**src/rtl/cordic_pkg.sv**
```systemverilog
// Shared constants and types for the CORDIC mixer frequency scheduler.
//   WF            : frequency word width (signed, -Pi..Pi per clock)
//   CORDIC_STAGES : mixer pipeline depth
//   FLUSH_CYC     : blanking length after a retune (pipeline + NCO phase reg)
package cordic_pkg;
  localparam int WF            = 32;
  localparam int CORDIC_STAGES = 19;
  localparam int FLUSH_CYC     = CORDIC_STAGES + 1;

  typedef logic signed [WF-1:0] freq_word_t;

  typedef enum logic {
    ARB_IDLE  = 1'b0,
    ARB_GRANT = 1'b1
  } arb_state_t;
endpackage

```
**src/rtl/cordic_freq_sched_if.sv**
```systemverilog
// Request bus from the command decoder into the frequency scheduler.
//   req_valid : per-requester update request
//   req_freq  : per-requester frequency word, slice i = [i*WF +: WF]
//   req_ready : one-hot grant back to the requesters
interface cordic_freq_sched_if #(
  parameter int NRX = 4,
  parameter int WF  = 32
);
  logic [NRX-1:0]    req_valid;
  logic [NRX*WF-1:0] req_freq;
  logic [NRX-1:0]    req_ready;

  modport master (output req_valid, output req_freq, input  req_ready);
  modport slave  (input  req_valid, input  req_freq, output req_ready);
endinterface

```
**src/rtl/cordic_freq_sched_rr_arbiter.sv**
```systemverilog
// Round-robin arbiter, NRX requesters, one-hot combinational grant.
//   clock, reset_n : clock / async active-low reset
//   req_valid      : request vector
//   grant          : one-hot grant (first requester at or after rr pointer)
// The pointer moves past the winner on every accepted grant. Since grant is
// only ever asserted on a valid requester, any grant is an accept.
module rr_arbiter
  import cordic_pkg::*;
#(
  parameter int NRX = 4
) (
  input  logic           clock,
  input  logic           reset_n,
  input  logic [NRX-1:0] req_valid,
  output logic [NRX-1:0] grant
);
  localparam int PW = (NRX > 1) ? $clog2(NRX) : 1;

  logic [PW-1:0] rr;
  logic [PW-1:0] gnt_idx;
  logic          found;
  arb_state_t    state;
  int            idx;

  always_comb begin
    state   = (|req_valid) ? ARB_GRANT : ARB_IDLE;
    grant   = '0;
    gnt_idx = '0;
    found   = 1'b0;
    idx     = 0;
    if (state == ARB_GRANT) begin
      for (int k = 0; k < NRX; k++) begin
        idx = (int'(rr) + k) % NRX;
        if (!found && req_valid[PW'(idx)]) begin
          found             = 1'b1;
          grant[PW'(idx)]   = 1'b1;
          gnt_idx           = PW'(idx);
        end
      end
    end
  end

  always_ff @(posedge clock or negedge reset_n) begin
    if (!reset_n)  rr <= '0;
    else if (found) rr <= (int'(gnt_idx) == NRX - 1) ? '0 : gnt_idx + 1'b1;
  end
endmodule

```
**src/rtl/cordic_freq_sched.sv**
```systemverilog
// Frequency-word scheduler between the command decoder and the mixer bank.
//   clock, reset_n : sample clock / async active-low reset
//   req            : request bus (slave side), one transfer per clock
//   rx_enable      : per-receiver enable
//   freq_out       : registered NCO frequency words, slice i = [i*WF +: WF]
//   rx_data_valid  : 1 = that mixer's output is settled
//   busy           : some receiver is still flushing
// Every retune (or enable rise) reloads the channel's flush counter so the
// mixer output is blanked until the CORDIC pipeline has drained.
module cordic_freq_sched #(
  parameter int NRX       = 4,
  parameter int WF        = cordic_pkg::WF,
  parameter int FLUSH_CYC = cordic_pkg::FLUSH_CYC
) (
  input  logic              clock,
  input  logic              reset_n,
  cordic_freq_sched_if.slave req,
  input  logic [NRX-1:0]    rx_enable,
  output logic [NRX*WF-1:0] freq_out,
  output logic [NRX-1:0]    rx_data_valid,
  output logic              busy
);
  localparam int CW = $clog2(FLUSH_CYC + 1);

  logic [NRX-1:0] grant;
  logic [NRX-1:0] cnt_nz;

  rr_arbiter #(.NRX(NRX)) u_arb (
    .clock     (clock),
    .reset_n   (reset_n),
    .req_valid (req.req_valid),
    .grant     (grant)
  );

  assign req.req_ready = grant;

  for (genvar i = 0; i < NRX; i++) begin : g_ch
    logic [CW-1:0] cnt;
    logic [WF-1:0] freq_q;
    logic          en_q;
    logic          vld_q;
    logic          reload;

    // Retune and enable rise share one reload; both at once is the same.
    assign reload    = grant[i] | (rx_enable[i] & ~en_q);
    assign cnt_nz[i] = (cnt != '0);

    // en_q resets high so a receiver enabled through reset does not see a
    // spurious rise and get blanked twice.
    always_ff @(posedge clock or negedge reset_n) begin
      if (!reset_n) begin
        freq_q <= '0;
        cnt    <= CW'(FLUSH_CYC);
        en_q   <= 1'b1;
        vld_q  <= 1'b0;
      end else begin
        en_q <= rx_enable[i];
        if (grant[i]) freq_q <= req.req_freq[i*WF +: WF];
        if (reload)      cnt <= CW'(FLUSH_CYC);
        else if (cnt_nz[i]) cnt <= cnt - 1'b1;
        vld_q <= rx_enable[i] & ~cnt_nz[i] & ~reload;
      end
    end

    assign freq_out[i*WF +: WF] = freq_q;
    assign rx_data_valid[i]     = vld_q;
  end

  always_ff @(posedge clock or negedge reset_n) begin
    if (!reset_n) busy <= 1'b0;
    else          busy <= |cnt_nz;
  end
endmodule

```
**src/flat_wrapper.sv**
```systemverilog
// flat-port wrapper written by rule: the top's interface ports become plain ports
module cordic_freq_sched_flat 
#(
  parameter int NRX       = 4,
  parameter int WF        = cordic_pkg::WF,
  parameter int FLUSH_CYC = cordic_pkg::FLUSH_CYC
)
  (clock, reset_n, rx_enable, freq_out, rx_data_valid, busy, req_req_valid, req_req_freq, req_req_ready);
  cordic_freq_sched_if #(.NRX(NRX), .WF(WF)) req_i ();
  input  logic clock;
  input  logic reset_n;
  input  logic [NRX-1:0] rx_enable;
  output logic [NRX*WF-1:0] freq_out;
  output logic [NRX-1:0] rx_data_valid;
  output logic busy;
  input wire logic [$bits(req_i.req_valid)-1:0] req_req_valid;
  input wire logic [$bits(req_i.req_freq)-1:0] req_req_freq;
  output wire logic [$bits(req_i.req_ready)-1:0] req_req_ready;
  assign req_i.req_valid = req_req_valid;
  assign req_i.req_freq = req_req_freq;
  assign req_req_ready = req_i.req_ready;
  cordic_freq_sched #(.NRX(NRX), .WF(WF), .FLUSH_CYC(FLUSH_CYC)) u_core (.clock(clock), .reset_n(reset_n), .req(req_i), .rx_enable(rx_enable), .freq_out(freq_out), .rx_data_valid(rx_data_valid), .busy(busy));
endmodule
```
**config.mk**
```make
export PLATFORM = sky130hd
export DESIGN_NAME = cordic_freq_sched_flat
export DESIGN_NICKNAME = d
export VERILOG_FILES = /design/src/rtl/cordic_pkg.sv /design/src/rtl/cordic_freq_sched_if.sv /design/src/rtl/cordic_freq_sched_rr_arbiter.sv /design/src/rtl/cordic_freq_sched.sv /design/src/flat_wrapper.sv
export SDC_FILE = /design/constraint.sdc
export NUM_CORES = 1
export LEC_CHECK = 0
export CAP_MARGIN = 10
export CORE_ASPECT_RATIO = 0.75
export CORE_MARGIN = 2
export CORE_UTILIZATION = 47
export DETAILED_ROUTE_END_ITERATION = 7
export PLACE_DENSITY = 0.83
export SETUP_SLACK_MARGIN = 0.5
export SLEW_MARGIN = 20
export SYNTH_ARGS = -nofsm -noshare
export SYNTH_HDL_FRONTEND = slang
export SYNTH_SLANG_ARGS = --single-unit
```
**constraint.sdc**
```tcl
create_clock -name clock -period 5.4 [get_ports clock]
set_clock_uncertainty 0.2 [all_clocks]
set_input_delay 1.08 -clock clock [delete_from_list [all_inputs] [get_ports clock]]
set_output_delay 1.08 -clock clock [all_outputs]
set_load 0.05 [all_outputs]
```
* Yosys cells after proc, flatten, opt, wreduce, memory -nomap -nowiden
Index checks and enable logic that the tools add are counted.
** Operators by class
- Bitwise logic cells :: 31
- Reduce and logical (&&, ||, !) cells :: 20
- Multiplexer cells :: 51
- Equal/unequal tests :: 1
- Magnitude comparators :: 8
- $add $sub $neg :: 8
** Operators by type and width (count)
- 2-to-1 mux 5 bit :: 8
- 2-to-1 mux 4 bit :: 8
- 2-to-1 mux 1 bit :: 21
- nonzero test 5 bit :: 4
- subtractor 5 x 1 -> 5 bit, second input constant :: 4
- less-than comparator 2 x 4 -> 1 bit, second input constant :: 4
- AND 1 bit :: 12
- 2-to-1 mux 2 bit :: 6
- inverter 1 bit :: 12
- bitwise OR 4 bit :: 3
- binary-select mux 1 bit (select 2 bit) :: 4
- demux 1 bit (select 2 bit) :: 4
- greater-or-equal comparator 2 x 1 -> 1 bit, second input constant :: 4
- nonzero test 2 bit :: 4
- OR reduction 4 bit :: 2
- logical AND 1 bit :: 7
- adder 2 x 1 -> 2 bit, second input constant :: 2
- adder 2 bit, second input constant :: 2
- bitwise OR 1 bit :: 4
- zero test 1 bit :: 3
- equality test 2 x 1 -> 1 bit, second input constant :: 1
** Storage, ports and cells
- Output and inout bits :: 137
- Input bits :: 138
- Logic and storage cells :: 137
- Register bits after elaboration :: 159

* Longest topological paths before layout
- Depth in word-level cells :: 20
- Mapped depth :: 10

* By module
Synthesis repeated with hierarchy kept, for this count alone.
** Second synthesis, totals
- Cells, all modules :: 458
- Area total of the unflattened synthesis :: 6700.2 µm²
** By module, submodules not included
- cordic_freq_sched :: cells each 393, area each 6088.3 µm², instances 1
- rr_arbiter :: cells each 65, area each 611.8 µm², instances 1

* Worst setup path after synthesis
OpenSTA, ideal clock, no wires.
- Path type :: input to output
- Start point :: input req_req_valid[1]
- End point :: output req_req_ready[1]
- Arrival :: 2.502 ns
- Path slack :: 1.618 ns
- Data required time :: 4.120 ns
- Stages :: 4
- Buffers on the path :: 1
- Path through :: mux4_2 > nand3b_4 > a221oi_4 > buf_6
** Between the ends
- Longest elaborated chain between the ends :: 17
- Elaborated cells on any way between the ends :: 37
** RTL lines
- start, declared :: line flat_wrapper.sv:16 : input wire logic [$bits(req_i.req_valid)-1:0] req_req_valid;
- binary-select mux 1 bit (select 2 bit) :: line cordic_freq_sched_rr_arbiter.sv:34 : if (!found && req_valid[PW'(idx)]) begin
- 2-to-1 mux 1 bit (implied by the code) (2 in series) :: line cordic_freq_sched_rr_arbiter.sv:34
- 2-to-1 mux 1 bit :: line cordic_freq_sched_rr_arbiter.sv:34
- 2-to-1 mux 1 bit :: line cordic_freq_sched_rr_arbiter.sv:31 : if (state == ARB_GRANT) begin
- zero test 1 bit :: line cordic_freq_sched_rr_arbiter.sv:34
- logical AND 1 bit :: line cordic_freq_sched_rr_arbiter.sv:34
- 2-to-1 mux 1 bit :: line cordic_freq_sched_rr_arbiter.sv:34
- 2-to-1 mux 1 bit :: line cordic_freq_sched_rr_arbiter.sv:31
- zero test 1 bit :: line cordic_freq_sched_rr_arbiter.sv:34
- logical AND 1 bit :: line cordic_freq_sched_rr_arbiter.sv:34
- 2-to-1 mux 1 bit :: line cordic_freq_sched_rr_arbiter.sv:34
- 2-to-1 mux 1 bit :: line cordic_freq_sched_rr_arbiter.sv:31
- zero test 1 bit :: line cordic_freq_sched_rr_arbiter.sv:34
- logical AND 1 bit :: line cordic_freq_sched_rr_arbiter.sv:34
- 2-to-1 mux 4 bit :: line cordic_freq_sched_rr_arbiter.sv:34
- 2-to-1 mux 4 bit * :: line cordic_freq_sched_rr_arbiter.sv:31
- end, declared :: line flat_wrapper.sv:18 : output wire logic [$bits(req_i.req_ready)-1:0] req_req_ready;
Every way passes the cells marked *; elsewhere a longest branch is shown, timed or not. The select of a mux whose other input is x is not followed.

* Worst setup path after layout
- Start point :: register u_core.u_arb.rr[0]
- End point :: output req_req_ready[3]
** Between the ends
- Longest elaborated chain between the ends :: 17
- Elaborated cells on any way between the ends :: 58
** RTL lines
- start, declared :: line cordic_freq_sched_rr_arbiter.sv:19 : logic [PW-1:0] rr;
- start signal, assigned :: line cordic_freq_sched_rr_arbiter.sv:45 : else if (found) rr <= (int'(gnt_idx) == NRX - 1) ? '0 : gnt_idx + 1'b1;
- branches (longest 15 deep; another with less-than comparator 2 x 4 -> 1 bit)
- 2-to-1 mux 4 bit * :: line cordic_freq_sched_rr_arbiter.sv:34
- 2-to-1 mux 4 bit * :: line cordic_freq_sched_rr_arbiter.sv:31
Every way passes the cells marked *. The select of a mux whose other input is x is not followed.

==> metrics.csv <==
metric,value,unit
most frequent cells in the layout,"269 x clkdlybuf4s50_1, 147 x dfrtp_1, 94 x mux2_2, 25 x mux2_1, 19 x nor2_1",
area of the multi-input gates,2610,sq um
Netlist Area Pre-Place,6800,sq um
fmax,220,MHz
router iterations before antenna repair,4,
"FF+latch count, synth",159,
# Post-CTS Setup Buffers,0,
IO buf count,274,
grt total ovfl,0,
CP Class,reg -> out,
Critical Path Start Type,register,
H-tree depth,4,
final hold viol count,0,
CP max stage delay,0.64,ns
Synth Flop Type,dfrtp_1,
layout cell share with drive strength beyond 1,0.219,
actual transition at the worst max-transition pin,0.775,ns
WL/cell,17.8,microns
vias in the first global route,5316,
Diodes inserted,0,
synthesized instance count,465,
"Seq/Total Area, Yosys",0.587,
largest net degree at the start of global routing,63,
Antenna Violating Nets Remaining,0,
Slew headroom,0.484,
Critical Path Sink Type,primary output,
Worst path top cell family by delay,flip-flops,
final-stage net count,895,
final wirelength,17000,microns
Chip Width,143,microns
Initial DRC Count,255,
Syn Nets,619,
Critical Path Slowest Stage Cell,dfrtp_1,
Root Buffer Master,clkbuf_16,
Post-synth ARST share,1.00,
CTS tree,done,
Hold Buf Count CTS,0,
final setup fails,0,
row cnt,38,
"EDFF count, synth",0,
outcome,"complete, no violations",
Fill cells,946,
crit path time final,4.54,ns
P&R area growth vs syn,50.5,%
first-pass GRT wire length,27100,microns
number of max-cap violations,0,
Hold WC Path Type,reg -> reg,
maximum fanout along the worst path,12,
vias,4755,
die area,15500,sq um
RSZ-0062 raised after global routing,false,
"most common cell after layout, fill and taps aside",clkdlybuf4s50_1,
cts bufs inserted,17,
Post-Syn Area per Cell,14.6,sq um
Max Transition Viols Final,0,
Final HPWL DP,12600,microns
Max Root-Sink Buffers,2,
Bufs and invs on worst path,2,
"Distinct cells, synth",39,
Crit path required time,4.12,ns
initial antenna violation count,0,
FF+latch area,3990,sq um
fin crit share,0.841,
vias per cell,4.98,
"Warnings, synthesis",0,
Initial Util,0.475,
worst-skew pair later-pin latency,0.41,ns
io pins,275,
"Arr. time, crit path",3.26,ns
Sink Count,159,
Core Region,14300,sq um
cell chain of the critical path,"inv_1, ha_1, mux4_2, nor2_1, o2111ai_1, o2111ai_4, buf_4",
Total GRT Usage,0.229,
Post-route DRC,0,
setup TNS,0,ns
post-cts gate resize count,0,
die height,108,microns
Placer Congestion,0.776,
"Reg clk slew, reported paths",0.06,ns
flip-flops by register name, indices dropped and copies added, names as in the netlist:
name                flops
u_core.g_ch.freq_q    128
u_core.u_arb.rr         2
u_core.g_ch.cnt        20
u_core.g_ch.en_q        4
u_core.g_ch.vld_q       4
u_core.busy             1
per-layer routing:
metal / share of wire / global-route usage / wire [microns] / vias up
met3: 0.11 / 0.110 / 1910 / 19
met4: 0.016 / 0.0778 / 275 / 0
met5: 0 / 0 / 0 / -
li1: - / - / - / 2185
met2: 0.50 / 0.397 / 8500 / 210
met1: 0.37 / 0.246 / 6340 / 2341
cell usage after synthesis, types with 3 or more instances:
| master | number | area (sq um) |
|---|---|---|
| ha_1 | 16 | 200 |
| buf_2 | 3 | 15.0 |
| xnor2_1 | 10 | 87.6 |
| buf_4 | 8 | 60.1 |
| mux2_1 | 25 | 282 |
| nand2_1 | 12 | 45.0 |
| mux2_2 | 94 | 1060 |
| buf_6 | 10 | 113 |
| mux2_4 | 10 | 150 |
| inv_1 | 14 | 52.6 |
| nand3_1 | 7 | 35.0 |
| or3_1 | 5 | 31.3 |
| dfrtp_1 | 147 | 3680 |
| o2111ai_1 | 4 | 35.0 |
| a21oi_1 | 9 | 45.0 |
| nor2_1 | 19 | 71.3 |
| dfstp_2 | 12 | 315 |
| nor3_1 | 16 | 80.1 |
| nor2b_1 | 6 | 37.5 |
| mux4_2 | 4 | 90.1 |
| o21ai_0 | 3 | 15.0 |
per-stage QoR:
stage / hold WS [ns] / cell area (sq um) / util / setup slack, ns / std cells
after CTS: 0.287 / 10200 / 0.714 / 0.812 / 954
after global routing: 0.309 / 10200 / 0.715 / 0.582 / 954
after floorplan: 0.285 / 6800 / - / 1.62 / 465
after global placement: 0.267 / 9700 / 0.677 / 0.982 / 922
after detailed placement: 0.277 / 9700 / 0.677 / 0.903 / 922
final: 0.285 / 10200 / 0.715 / 0.858 / 954
area by class of cell:
class | instances | area share
clock buffers | 27 | 0.0482
inverters | 14 | 0.00513
multi-input cells | 269 | 0.255
repair buffers | 280 | 0.274
well taps | 200 | 0.0244
clock inverters | 5 | 0.00330
flip-flops and latches | 159 | 0.390
worst register-to-register path: cells and delay by family (launching register included):
kind                       cells  cell delay [ns]
adders and majority gates      1             0.46
muxes                          2             1.06
buffers and inverters          2             0.69
DFF                            1             0.64
and+or+nand+nor                1             0.28
AOI/OAI and AO/OA              2             0.35
worst paths after layout:
kind / end / cells past startpoint / from / slack, ns
min in group asynchronous: u_core.g_ch[2].freq_q[12] / 1 / reset_n / 0.36
worst min register to register: u_core.g_ch[1].freq_q[15] / 1 / u_core.g_ch[1].freq_q[15] / 0.28
worst max register to register: u_core.g_ch[3].freq_q[30] / 8 / u_core.u_arb.rr[0] / 1.59
worst max-delay path: req_req_ready[3] / 7 / u_core.u_arb.rr[0] / 0.86
worst min-delay path: u_core.g_ch[1].freq_q[15] / 1 / u_core.g_ch[1].freq_q[15] / 0.28
max in group asynchronous: u_core.g_ch[1].freq_q[14] / 2 / reset_n / 3.52
cells by family after synthesis:
group           after synthesis  synth area share
flops                       159             0.587
fa+ha+maj                    16            0.0294
mux                         135             0.235
compound gates               30            0.0366
buf+inv                      37            0.0364
simple gates                 78            0.0622
xor+xnor                     10            0.0129
Power is left out: the tool's default activity adds up to more than one toggle a clock period on the data nets, which glitch-free logic cannot reach.
